$ cat config.mk
export PLATFORM = sky130hd
export DESIGN_NAME = ctrl_fsm
export DESIGN_NICKNAME = d
export VERILOG_FILES = /design/src/rtl/ctrl_fsm_pkg.sv /design/src/rtl/ctrl_fsm_decode.sv /design/src/rtl/ctrl_fsm.sv
export SDC_FILE = /design/constraint.sdc
export NUM_CORES = 1
export LEC_CHECK = 0
export ABC_AREA = 1
export CORE_AREA = 2 2 50 52
export CTS_CLUSTER_SIZE = 24
export DETAILED_ROUTE_END_ITERATION = 10
export DIE_AREA = 0 0 52 54
export PLACE_DENSITY_LB_ADDON = 0.15
export SKIP_LAST_GASP = 1
export SYNTH_ARGS = -nofsm -noshare
export SYNTH_HDL_FRONTEND = slang
export SYNTH_SLANG_ARGS = --single-unit
$ cat constraint.sdc
create_clock -name clk -period 1.4 [get_ports clk]
set_clock_uncertainty 0.15 [all_clocks]
set_input_delay 0.28 -clock clk [delete_from_list [all_inputs] [get_ports clk]]
set_output_delay 0.28 -clock clk [all_outputs]
set_load 0.005 [all_outputs]
$ cat src/rtl/ctrl_fsm_pkg.sv
// Shared encodings for the multi-cycle control unit: ALU codes, opcodes,
// pc_src selects, FSM states, instruction classes and the decode record.
package ctrl_fsm_pkg;

    // ALU operation codes (consumed by the ALU on alu_op)
    localparam logic [3:0] ALU_ADD = 4'd0;
    localparam logic [3:0] ALU_SUB = 4'd1;
    localparam logic [3:0] ALU_AND = 4'd2;
    localparam logic [3:0] ALU_OR  = 4'd3;
    localparam logic [3:0] ALU_XOR = 4'd4;
    localparam logic [3:0] ALU_SLT = 4'd5;

    // Opcodes, instr[15:12]
    localparam logic [3:0] OP_RTYPE = 4'h0;
    localparam logic [3:0] OP_ADDI  = 4'h1;
    localparam logic [3:0] OP_LW    = 4'h2;
    localparam logic [3:0] OP_SW    = 4'h3;
    localparam logic [3:0] OP_BEQ   = 4'h4;
    localparam logic [3:0] OP_JMP   = 4'h5;
    localparam logic [3:0] OP_HALT  = 4'hF;

    // Highest R-type funct that maps onto an ALU code
    localparam logic [2:0] FUNCT_MAX = 3'd5;

    // Next-PC source select
    localparam logic [1:0] PC_PLUS1  = 2'd0;
    localparam logic [1:0] PC_BRANCH = 2'd1;
    localparam logic [1:0] PC_JUMP   = 2'd2;

    typedef enum logic [2:0] {
        S_IDLE   = 3'd0,
        S_FETCH  = 3'd1,
        S_DECODE = 3'd2,
        S_EXEC   = 3'd3,
        S_MEM    = 3'd4,
        S_WB     = 3'd5,
        S_HALT   = 3'd6,
        S_TRAP   = 3'd7
    } state_t;

    typedef enum logic [2:0] {
        CLS_ALU    = 3'd0,
        CLS_LOAD   = 3'd1,
        CLS_STORE  = 3'd2,
        CLS_BRANCH = 3'd3,
        CLS_JUMP   = 3'd4,
        CLS_HALT   = 3'd5
    } instr_class_t;

    // What the FSM needs to know about the latched instruction
    typedef struct packed {
        logic [3:0]   alu_op;
        logic         alu_src_imm;
        instr_class_t cls;
        logic         illegal;
    } dec_t;

    // R-type funct values 0..5 are ALU operations; 6 and 7 are reserved
    function automatic logic funct_legal(input logic [2:0] funct);
        return funct <= FUNCT_MAX;
    endfunction

endpackage

$ cat src/rtl/ctrl_fsm_decode.sv
// ctrl_decode: purely combinational opcode/funct decoder. Produces the ALU
// code, operand-b select, instruction class and illegal flag.
module ctrl_decode
    import ctrl_fsm_pkg::*;
(
    input  logic [3:0] opcode,
    input  logic [2:0] funct,
    output dec_t       dec
);

    // Map opcode/funct onto the decode record; unknown encodings flag illegal
    always_comb begin
        dec.alu_op      = ALU_ADD;
        dec.alu_src_imm = 1'b0;
        dec.cls         = CLS_ALU;
        dec.illegal     = 1'b0;
        unique case (opcode)
            OP_RTYPE: begin
                if (funct_legal(funct)) begin
                    dec.alu_op = {1'b0, funct};
                end else begin
                    dec.illegal = 1'b1;
                end
            end
            OP_ADDI: begin
                dec.alu_src_imm = 1'b1;
            end
            OP_LW: begin
                dec.alu_src_imm = 1'b1;
                dec.cls         = CLS_LOAD;
            end
            OP_SW: begin
                dec.alu_src_imm = 1'b1;
                dec.cls         = CLS_STORE;
            end
            OP_BEQ: begin
                dec.alu_op = ALU_SUB;
                dec.cls    = CLS_BRANCH;
            end
            OP_JMP: begin
                dec.cls = CLS_JUMP;
            end
            OP_HALT: begin
                dec.cls = CLS_HALT;
            end
            default: begin
                dec.illegal = 1'b1;
            end
        endcase
    end

endmodule

$ cat src/rtl/ctrl_fsm.sv
// ctrl_fsm: multi-cycle control unit for the 16-bit CPU. Steps each
// instruction through FETCH/DECODE/EXEC/MEM/WB and drives the datapath,
// ALU and memory strobes.
// Build option: define CTRL_ILLEGAL_TRAP_EN to trap on illegal encodings
// (TRAP state, illegal_op=1); otherwise they execute as NOPs.
module ctrl_fsm
    import ctrl_fsm_pkg::*;
(
    input  logic        clk,
    input  logic        rst_n,
    input  logic [15:0] instr,
    input  logic        mem_ready,
    input  logic        zero,
    output logic [3:0]  alu_op,
    output logic        alu_src_imm,
    output logic        ir_load,
    output logic        pc_en,
    output logic [1:0]  pc_src,
    output logic        mem_req,
    output logic        mem_we,
    output logic        mem_addr_sel,
    output logic        reg_we,
    output logic        wb_sel,
    output logic        halted,
    output logic        illegal_op
);

    state_t     state_q, state_d;
    logic [3:0] opcode_q;
    logic [2:0] funct_q;
    logic       run_q;
    dec_t       dec;

    // Only opcode and funct are needed here; the rest belongs to the datapath
    logic unused_instr_bits;
    assign unused_instr_bits = ^instr[11:3];

    ctrl_decode u_decode (
        .opcode (opcode_q),
        .funct  (funct_q),
        .dec    (dec)
    );

    // Release flag: holds IDLE for one extra edge after reset deasserts
    always_ff @(posedge clk or negedge rst_n) begin
        if (!rst_n) begin
            run_q <= 1'b0;
        end else begin
            run_q <= 1'b1;
        end
    end

    // State register plus opcode/funct latched alongside the IR
    always_ff @(posedge clk or negedge rst_n) begin
        if (!rst_n) begin
            state_q  <= S_IDLE;
            opcode_q <= '0;
            funct_q  <= '0;
        end else begin
            state_q <= state_d;
            if (ir_load) begin
                opcode_q <= instr[15:12];
                funct_q  <= instr[2:0];
            end
        end
    end

    // Next-state and strobes; Moore except fetch completion and BEQ pc_en
    always_comb begin
        state_d      = state_q;
        alu_op       = ALU_ADD;
        alu_src_imm  = 1'b0;
        ir_load      = 1'b0;
        pc_en        = 1'b0;
        pc_src       = PC_PLUS1;
        mem_req      = 1'b0;
        mem_we       = 1'b0;
        mem_addr_sel = 1'b0;
        reg_we       = 1'b0;
        wb_sel       = 1'b0;
        halted       = 1'b0;
        illegal_op   = 1'b0;
        unique case (state_q)
            S_IDLE: begin
                if (run_q) state_d = S_FETCH;
            end
            S_FETCH: begin
                mem_req = 1'b1;
                if (mem_ready) begin
                    ir_load = 1'b1;
                    pc_en   = 1'b1;
                    state_d = S_DECODE;
                end
            end
            S_DECODE: begin
                if (dec.cls == CLS_HALT) begin
                    state_d = S_HALT;
                end else if (dec.illegal) begin
`ifdef CTRL_ILLEGAL_TRAP_EN
                    state_d = S_TRAP;
`else
                    state_d = S_FETCH;
`endif
                end else begin
                    state_d = S_EXEC;
                end
            end
            S_EXEC: begin
                alu_op      = dec.alu_op;
                alu_src_imm = dec.alu_src_imm;
                unique case (dec.cls)
                    CLS_ALU:             state_d = S_WB;
                    CLS_LOAD, CLS_STORE: state_d = S_MEM;
                    CLS_BRANCH: begin
                        if (zero) begin
                            pc_en  = 1'b1;
                            pc_src = PC_BRANCH;
                        end
                        state_d = S_FETCH;
                    end
                    CLS_JUMP: begin
                        pc_en   = 1'b1;
                        pc_src  = PC_JUMP;
                        state_d = S_FETCH;
                    end
                    default:             state_d = S_FETCH;
                endcase
            end
            S_MEM: begin
                // Address computation stays on the ALU for the whole access
                alu_op       = dec.alu_op;
                alu_src_imm  = dec.alu_src_imm;
                mem_req      = 1'b1;
                mem_addr_sel = 1'b1;
                mem_we       = (dec.cls == CLS_STORE);
                if (mem_ready) begin
                    state_d = (dec.cls == CLS_LOAD) ? S_WB : S_FETCH;
                end
            end
            S_WB: begin
                reg_we  = 1'b1;
                wb_sel  = (dec.cls == CLS_LOAD);
                state_d = S_FETCH;
            end
            S_HALT: begin
                halted = 1'b1;
            end
`ifdef CTRL_ILLEGAL_TRAP_EN
            S_TRAP: begin
                illegal_op = 1'b1;
                halted     = 1'b1;
            end
`endif
            default: begin
                state_d = S_IDLE;
            end
        endcase
    end

endmodule

==> results.py, run 1 <==
metrics = {
    "status": {
        "run_status": "complete, but fails checks",
        "violations": "negative setup slack",
    },
    "grt": {
        "antenna_found_initial": 0,
        "grt_pass1_vias": 953,
        "grt_use_total_pct": 18.8,
        "grt_pass1_wl_mm": 3.95,
        "grt-ovfl-total": 0,
        "grt_max_degree": 12,
    },
    "sta": {
        "min_period_ns": 1.84,
        "max_freq_mhz": 544,
        "setup_ws_ns": -0.439,
        "setup_violations": 24,
        "fin_crit_sh_pct": 131,
        "rsz0062_at_grt": "true",
        "finalHoldViolations": 0,
        "slew_viol_final": 0,
    },
    "cts": {
        "root_buffer": "clkbuf_4",
        "cts_tree": "yes",
        "worstSkewPairLatency_ns": 0.25,
        "cts_htree_levels": 1,
        "cts.sink_count": 11,
        "cts_made_buffers": 3,
        "clock_path_buffers": 2,
        "cts.clk_slew.worst_paths_ns": 0.07,
        "postCtsHoldBufs": 0,
    },
    "worst_setup_path": {
        "path_class": "flop to primary output",
        "r2r_start": "state_q[1]",
        "crit_start": "opcode_q[3]",
        "crit_path_start_kind": "flop",
        "crit_path_end_kind": "primary output",
        "critPathMaxFanout": 3,
        "worstPathRequired_ns": 0.97,
        "arrival_ns": 1.41,
    },
    "power": {
        "sw_frac_of_total_pct": 42.6,
        "pwr-share-seq_pct": 20.7,
        "p_comb_share_pct": 72.2,
        "power_density_nw_per_um2": 1960,
        "p_leak_nw": 0.762,
        "power_switching_mw": 1.22,
        "power.internal_mw": 1.64,
        "ir_drop_mv": 0.984,
        "power_frac_clock_pct": 7.1,
    },
    "routing": {
        "drc": 0,
        "wl_per_cell_um": 11.6,
        "vias": 969,
        "drt-initial-drc-count": 32,
        "first_pass_iters": 4,
        "postRouteAntennaNets": 0,
        "drt-total-wl_mm": 2.46,
        "viasPerCell": 4.57,
    },
    "logic_synthesis": {
        "synth_edf_count": 0,
        "syn_area_per_cell_um2": 6.71,
        "yosys.area.top_type_share_pct": 37.0,
        "ys_ff_latch": 11,
        "synth_ff_type": "dfrtp_1",
        "synthArstFlopShare_pct": 100,
        "seq_area_frac_synth_pct": 37.0,
        "syn_area_um2": 744,
        "ys_warn_count": 0,
        "post-synth-top-area-cell": "dfrtp_1",
        "synthCells": 111,
        "synth_area_leaders": "dfrtp_1 (37%), nand2_1 (17%), nor2_1 (7.6%)",
        "yosys.cell_types.count": 21,
    },
    "die": {
        "fp.dieH_um": 54,
        "core_area_um2": 2320,
        "num_rows": 18,
        "pin_count": 36,
        "start_util_pct": 32.1,
        "dieWidth_um": 52,
        "die_area_um2": 2810,
    },
    "final_layout": {
        "register_area_um2": 279,
        "final_common_cell": "buf_4",
        "multi_input_area_um2": 503,
        "num_antenna_cells": 0,
        "fin_area_um2": 1460,
        "final_cell_mix": "buf_4 (34), nand2_1 (26), buf_2 (13)",
        "fill_cells": 208,
        "syn2layout_area_growth_pct": 96.6,
        "drive_gt1_share_pct": 57.1,
        "layout.nets": 203,
    },
    "hold_path": {
        "hold_class": "primary input to asynchronous set/reset pin",
    },
    "placed_design": {
        "placed_area_um2": 1230,
        "dp_hpwl_mm": 1.63,
        "place.gp.congestion": 0.834,
        "pre_cts_slack_ns": -0.596,
        "io_buffers": 24,
    },
    "flow_run": {
        "maxCapViolCount": 0,
    },
}
==> sequential cells by signal, summed over array words and instances (netlist names) <==
signal,flops
funct_q,3
opcode_q,4
run_q,1
state_q,3
==> final timing paths <==
kind | to | slack [ns] | cells after the start
worst max-delay path | wb_sel | -0.44 | 5
worst min-delay path | state_q[1] | 0.17 | 2
worst max register to register | state_q[0] | -0.25 | 10
worst min register to register | funct_q[0] | 0.33 | 2
max in group asynchronous | state_q[2] | 0.77 | 2
min in group clk | funct_q[0] | 0.33 | 2
==> cell families (layout without fill, tap and decap cells) <==
logic type / count (synthesis) / in the layout / share of synthesized area [%]
other: 2 / 3 / 1.01
flip-flops: 11 / 11 / 37.0
buffers and inverters: 19 / 89 / 11.1
AND/OR/NAND/NOR: 66 / 66 / 41.7
AO/OA/AOI/OAI: 13 / 13 / 9.24
==> Yosys cell counts (2+ instances only) <==
cell type / n
nand3_1: 6
nor3_2: 3
inv_1: 11
inv_2: 5
o21ai_0: 6
dfrtp_1: 11
buf_4: 3
a21oi_1: 3
conb_1: 2
nor3_1: 2
nand2_1: 33
o21ai_1: 3
nor2_1: 15
==> per-stage QoR <==
stage | hold slack [ns] | util, % | instances | TNS, ns | power (mW)
final | 0.166 | 63.1 | 212 | -6.19 | 2.86
after global routing | 0.188 | 63.1 | 212 | -8.07 | 3.11
after CTS | 0.165 | 61.5 | 212 | -5.91 | 2.74
after detailed placement | 0.317 | 53.0 | 193 | -8.64 | 2.01
after global placement | 0.312 | 53.0 | 193 | -8.15 | 2.00
after floorplan | -0.166 | - | 112 | -0.252 | 1.23
==> critical path, stage by stage, from the launching register on <==
cell	delay, ns
dfrtp_1	0.41
buf_6	0.13
nor2_4	0.13
nand3_2	0.10
nor4_2	0.23
buf_2	0.14
==> power by group through the flow <==
| stage | combinational, mW | sequential, mW | clock (mW) |
|---|---|---|---|
| final | 2.07 | 0.592 | 0.203 |
| after CTS | 1.95 | 0.580 | 0.216 |
| after global placement | 1.43 | 0.564 | 0 |
| after global routing | 2.27 | 0.603 | 0.238 |
| after floorplan | 0.670 | 0.560 | 0 |
| after detailed placement | 1.44 | 0.572 | 0 |
==> routing by layer <==
metal  GRT usage, %  vias to the layer above  share of wire (%)
met5              0                        -                  0
met4           6.58                        0               0.77
met3           2.78                        4                4.7
met2           33.5                       38                 52
met1           23.0                      441                 42
li1               -                      486                  -
==> area by class of cell <==
cell class / instances / area share [%]
Inverter: 16 / 4.27
Multi-Input combinational cell: 82 / 34.4
Sequential cell: 11 / 19.1
Tap cell: 30 / 2.56
Timing Repair Buffer: 69 / 37.9
Clock buffer: 4 / 1.79
==> timing repair <==
action,4_1_cts,5_1_grt
endpoints found under the setup margin,24,24
setup buffers,14,4
gates cloned,1,0
gates resized for setup,98,11
pin swaps,17,13
No activity file was read; power rests on OpenSTA's default activity.
==> run 2: changes to the inputs <==
--- a/config.mk
+++ b/config.mk
@@ -10,8 +10,7 @@
 export CTS_CLUSTER_SIZE = 24
 export DETAILED_ROUTE_END_ITERATION = 10
 export DIE_AREA = 0 0 52 54
-export PLACE_DENSITY_LB_ADDON = 0.15
-export SKIP_LAST_GASP = 1
+export PLACE_DENSITY = 0.7
 export SYNTH_ARGS = -nofsm -noshare
 export SYNTH_HDL_FRONTEND = slang
 export SYNTH_SLANG_ARGS = --single-unit
==> run 2 against run 1 <==
The flow still finishes with violations (negative setup slack). Count of clock-buffer cells in the layout unchanged. Sequential power up 2%. Routed wire length up 5.8%. Non-clock buffer count up 5. Worst hold slack worse by 0.0037 ns. Setup slack worse by 0.048 ns. Register-to-register slack worse by 0.06 ns. Combinational power up 4%. Critical path depth up 3. Largest cell class unchanged. Largest power group unchanged. Highest routed layer unchanged.
==> results.py, run 2 (synthesized netlist as in run 1, its figures left out) <==
metrics = {
    "sta": {
        "setup_violations": 24,
        "rsz0062_at_grt": "true",
        "finalHoldViolations": 0,
        "setup_ws_ns": -0.487,
        "fin_crit_sh_pct": 135,
        "slew_viol_final": 0,
        "min_period_ns": 1.89,
        "max_freq_mhz": 530,
    },
    "final_layout": {
        "reg_top3": "opcode_q x4, funct_q x3, state_q x3",
        "fin_area_um2": 1500,
        "regMostFlops": "opcode_q",
        "final_util_pct": 64.6,
        "num_antenna_cells": 0,
        "drive_gt1_share_pct": 55.1,
        "fill_cells": 188,
        "final_cell_mix": "buf_4 (41), nand2_1 (29), buf_2 (11)",
        "syn2layout_area_growth_pct": 101,
        "largest_reg_flops": 4,
        "final_common_cell": "buf_4",
        "layout.nets": 208,
    },
    "status": {
        "violations": "negative setup slack",
        "run_status": "complete, but fails checks",
    },
    "routing": {
        "drt-total-wl_mm": 2.60,
        "drc": 0,
        "postRouteAntennaNets": 0,
        "vias": 996,
        "first_pass_iters": 4,
        "drt-initial-drc-count": 15,
        "wl_per_cell_um": 12.0,
        "viasPerCell": 4.59,
    },
    "cts": {
        "clock_path_buffers": 2,
        "cts_tree": "yes",
        "cts.sink_count": 11,
        "root_buffer": "clkbuf_4",
        "worstSkewPairLatency_ns": 0.26,
        "cts.clk_slew.worst_paths_ns": 0.06,
        "cts_made_buffers": 3,
        "cts_htree_levels": 1,
    },
    "grt": {
        "grt_max_degree": 13,
        "grt-ovfl-total": 0,
        "antenna_found_initial": 0,
        "grt_use_total_pct": 19.0,
        "grt_pass1_vias": 934,
        "grt_pass1_wl_mm": 3.92,
    },
    "flow_run": {
        "maxCapViolCount": 0,
    },
    "die": {
        "dieWidth_um": 52,
        "die_area_um2": 2810,
        "pin_count": 36,
        "num_rows": 18,
        "core_area_um2": 2320,
        "fp.dieH_um": 54,
        "start_util_pct": 32.1,
    },
    "worst_setup_path": {
        "arrival_ns": 1.46,
        "r2r_start": "opcode_q[1]",
        "crit_path_end_kind": "primary output",
        "crit_path_top_delay_cell": "dfrtp_2",
        "worstPathRequired_ns": 0.97,
        "worstPathCellList": "buf_6 > nor2_4 > nand2_2 > buf_6 > nand2_4 > inv_4 > nor2_1 > buf_2",
        "path_class": "flop to primary output",
        "cp_common_cell": "buf_6",
        "crit_path_start_kind": "flop",
        "critPathMaxFanout": 4,
        "max_stage_delay_ns": 0.43,
        "crit_start": "state_q[1]",
    },
    "power": {
        "ir_drop_mv": 1.06,
        "p_leak_nw": 0.782,
        "p_total_mw": 2.97,
        "power_density_nw_per_um2": 1980,
    },
    "placed_design": {
        "dp_hpwl_mm": 1.71,
        "placed_area_um2": 1240,
        "io_buffers": 24,
        "place.gp.congestion": 0.883,
    },
    "hold_path": {
        "hold_class": "primary input to asynchronous set/reset pin",
    },
}
## run 2: cell count changes in the layout (fill, tap and decap cells not counted), moves of 2 or more
cell | previous run | this run
nand2_1 | 26 | 29
inv_2 | 9 | 5
nand2_2 | 6 | 4
inv_4 | 1 | 3
inv_1 | 6 | 8
nor2_2 | 4 | 2
buf_4 | 34 | 41
buf_6 | 12 | 10
buf_2 | 13 | 11
nor2_4 | 5 | 7
## run 2: report_power, final
part | leakage (nW) | internal [mW] | switching, mW | total, mW
clock network | 0.0150 | 0.110 | 0.0976 | 0.208
registers | 0.133 | 0.457 | 0.146 | 0.603
logic | 0.634 | 1.14 | 1.02 | 2.16
total | 0.782 | 1.71 | 1.27 | 2.97
## run 2: final timing paths
kind | slack, ns | to | depth (start not counted)
max in group asynchronous | 0.78 | state_q[2] | 2
worst min-delay path | 0.16 | opcode_q[3] | 2
min in group clk | 0.35 | funct_q[0] | 2
worst max register to register | -0.31 | state_q[1] | 12
worst max-delay path | -0.49 | alu_op[1] | 8
worst min register to register | 0.35 | funct_q[0] | 2
## run 2: critical path: cells and delay by family, from the launching register on
| family | cells | cell delay [ns] |
|---|---|---|
| and+or+nand+nor | 4 | 0.34 |
| DFF | 1 | 0.43 |
| buffers and inverters | 4 | 0.44 |
## run 2: timing repair
action	4_1_cts	5_1_grt
buffers inserted	13	4
gates resized for setup	86	15
setup endpoints to repair	23	24
gates cloned	0	1
endpoints found under the hold margin	0	0
pin swaps	11	12
hold buffers	0	0
## run 2: through the flow
stage	TNS, ns	instances	hold WS, ns	setup slack, ns
floorplan	-0.252	112	-0.166	-0.0792
global route	-8.74	217	0.163	-0.545
CTS	-6.56	212	0.157	-0.480
finish	-7.07	217	0.163	-0.487
detailed placement	-8.33	195	0.331	-0.580
global placement	-8.14	195	0.318	-0.582
## run 2: routing by layer
metal	vias up	track usage (%)	part of all wire [%]
met2	33	32.5	51
met5	-	0	0
li1	498	-	-
met3	7	2.22	4.9
met1	458	23.1	42
met4	0	11.0	2.2
## run 2: layout make-up
class                           instances  area, µm²  area share (%)
Sequential cell                        11        279            18.6
Tap cell                               30       37.5            2.50
Clock buffer                            4       26.3            1.75
Multi-Input combinational cell         82        497            33.1
Inverter                               16       67.6            4.51
Timing Repair Buffer                   74        592            39.5
==> run 3: changes to the inputs <==
--- a/config.mk
+++ b/config.mk
@@ -6,6 +6,7 @@
 export NUM_CORES = 1
 export LEC_CHECK = 0
 export ABC_AREA = 1
+export ABC_CLOCK_PERIOD_IN_PS = 1400
 export CORE_AREA = 2 2 50 52
 export CTS_CLUSTER_SIZE = 24
 export DETAILED_ROUTE_END_ITERATION = 10
==> results of run 3 <==
Same layout as run 2: the final DEF is identical, and so are final timing and power.
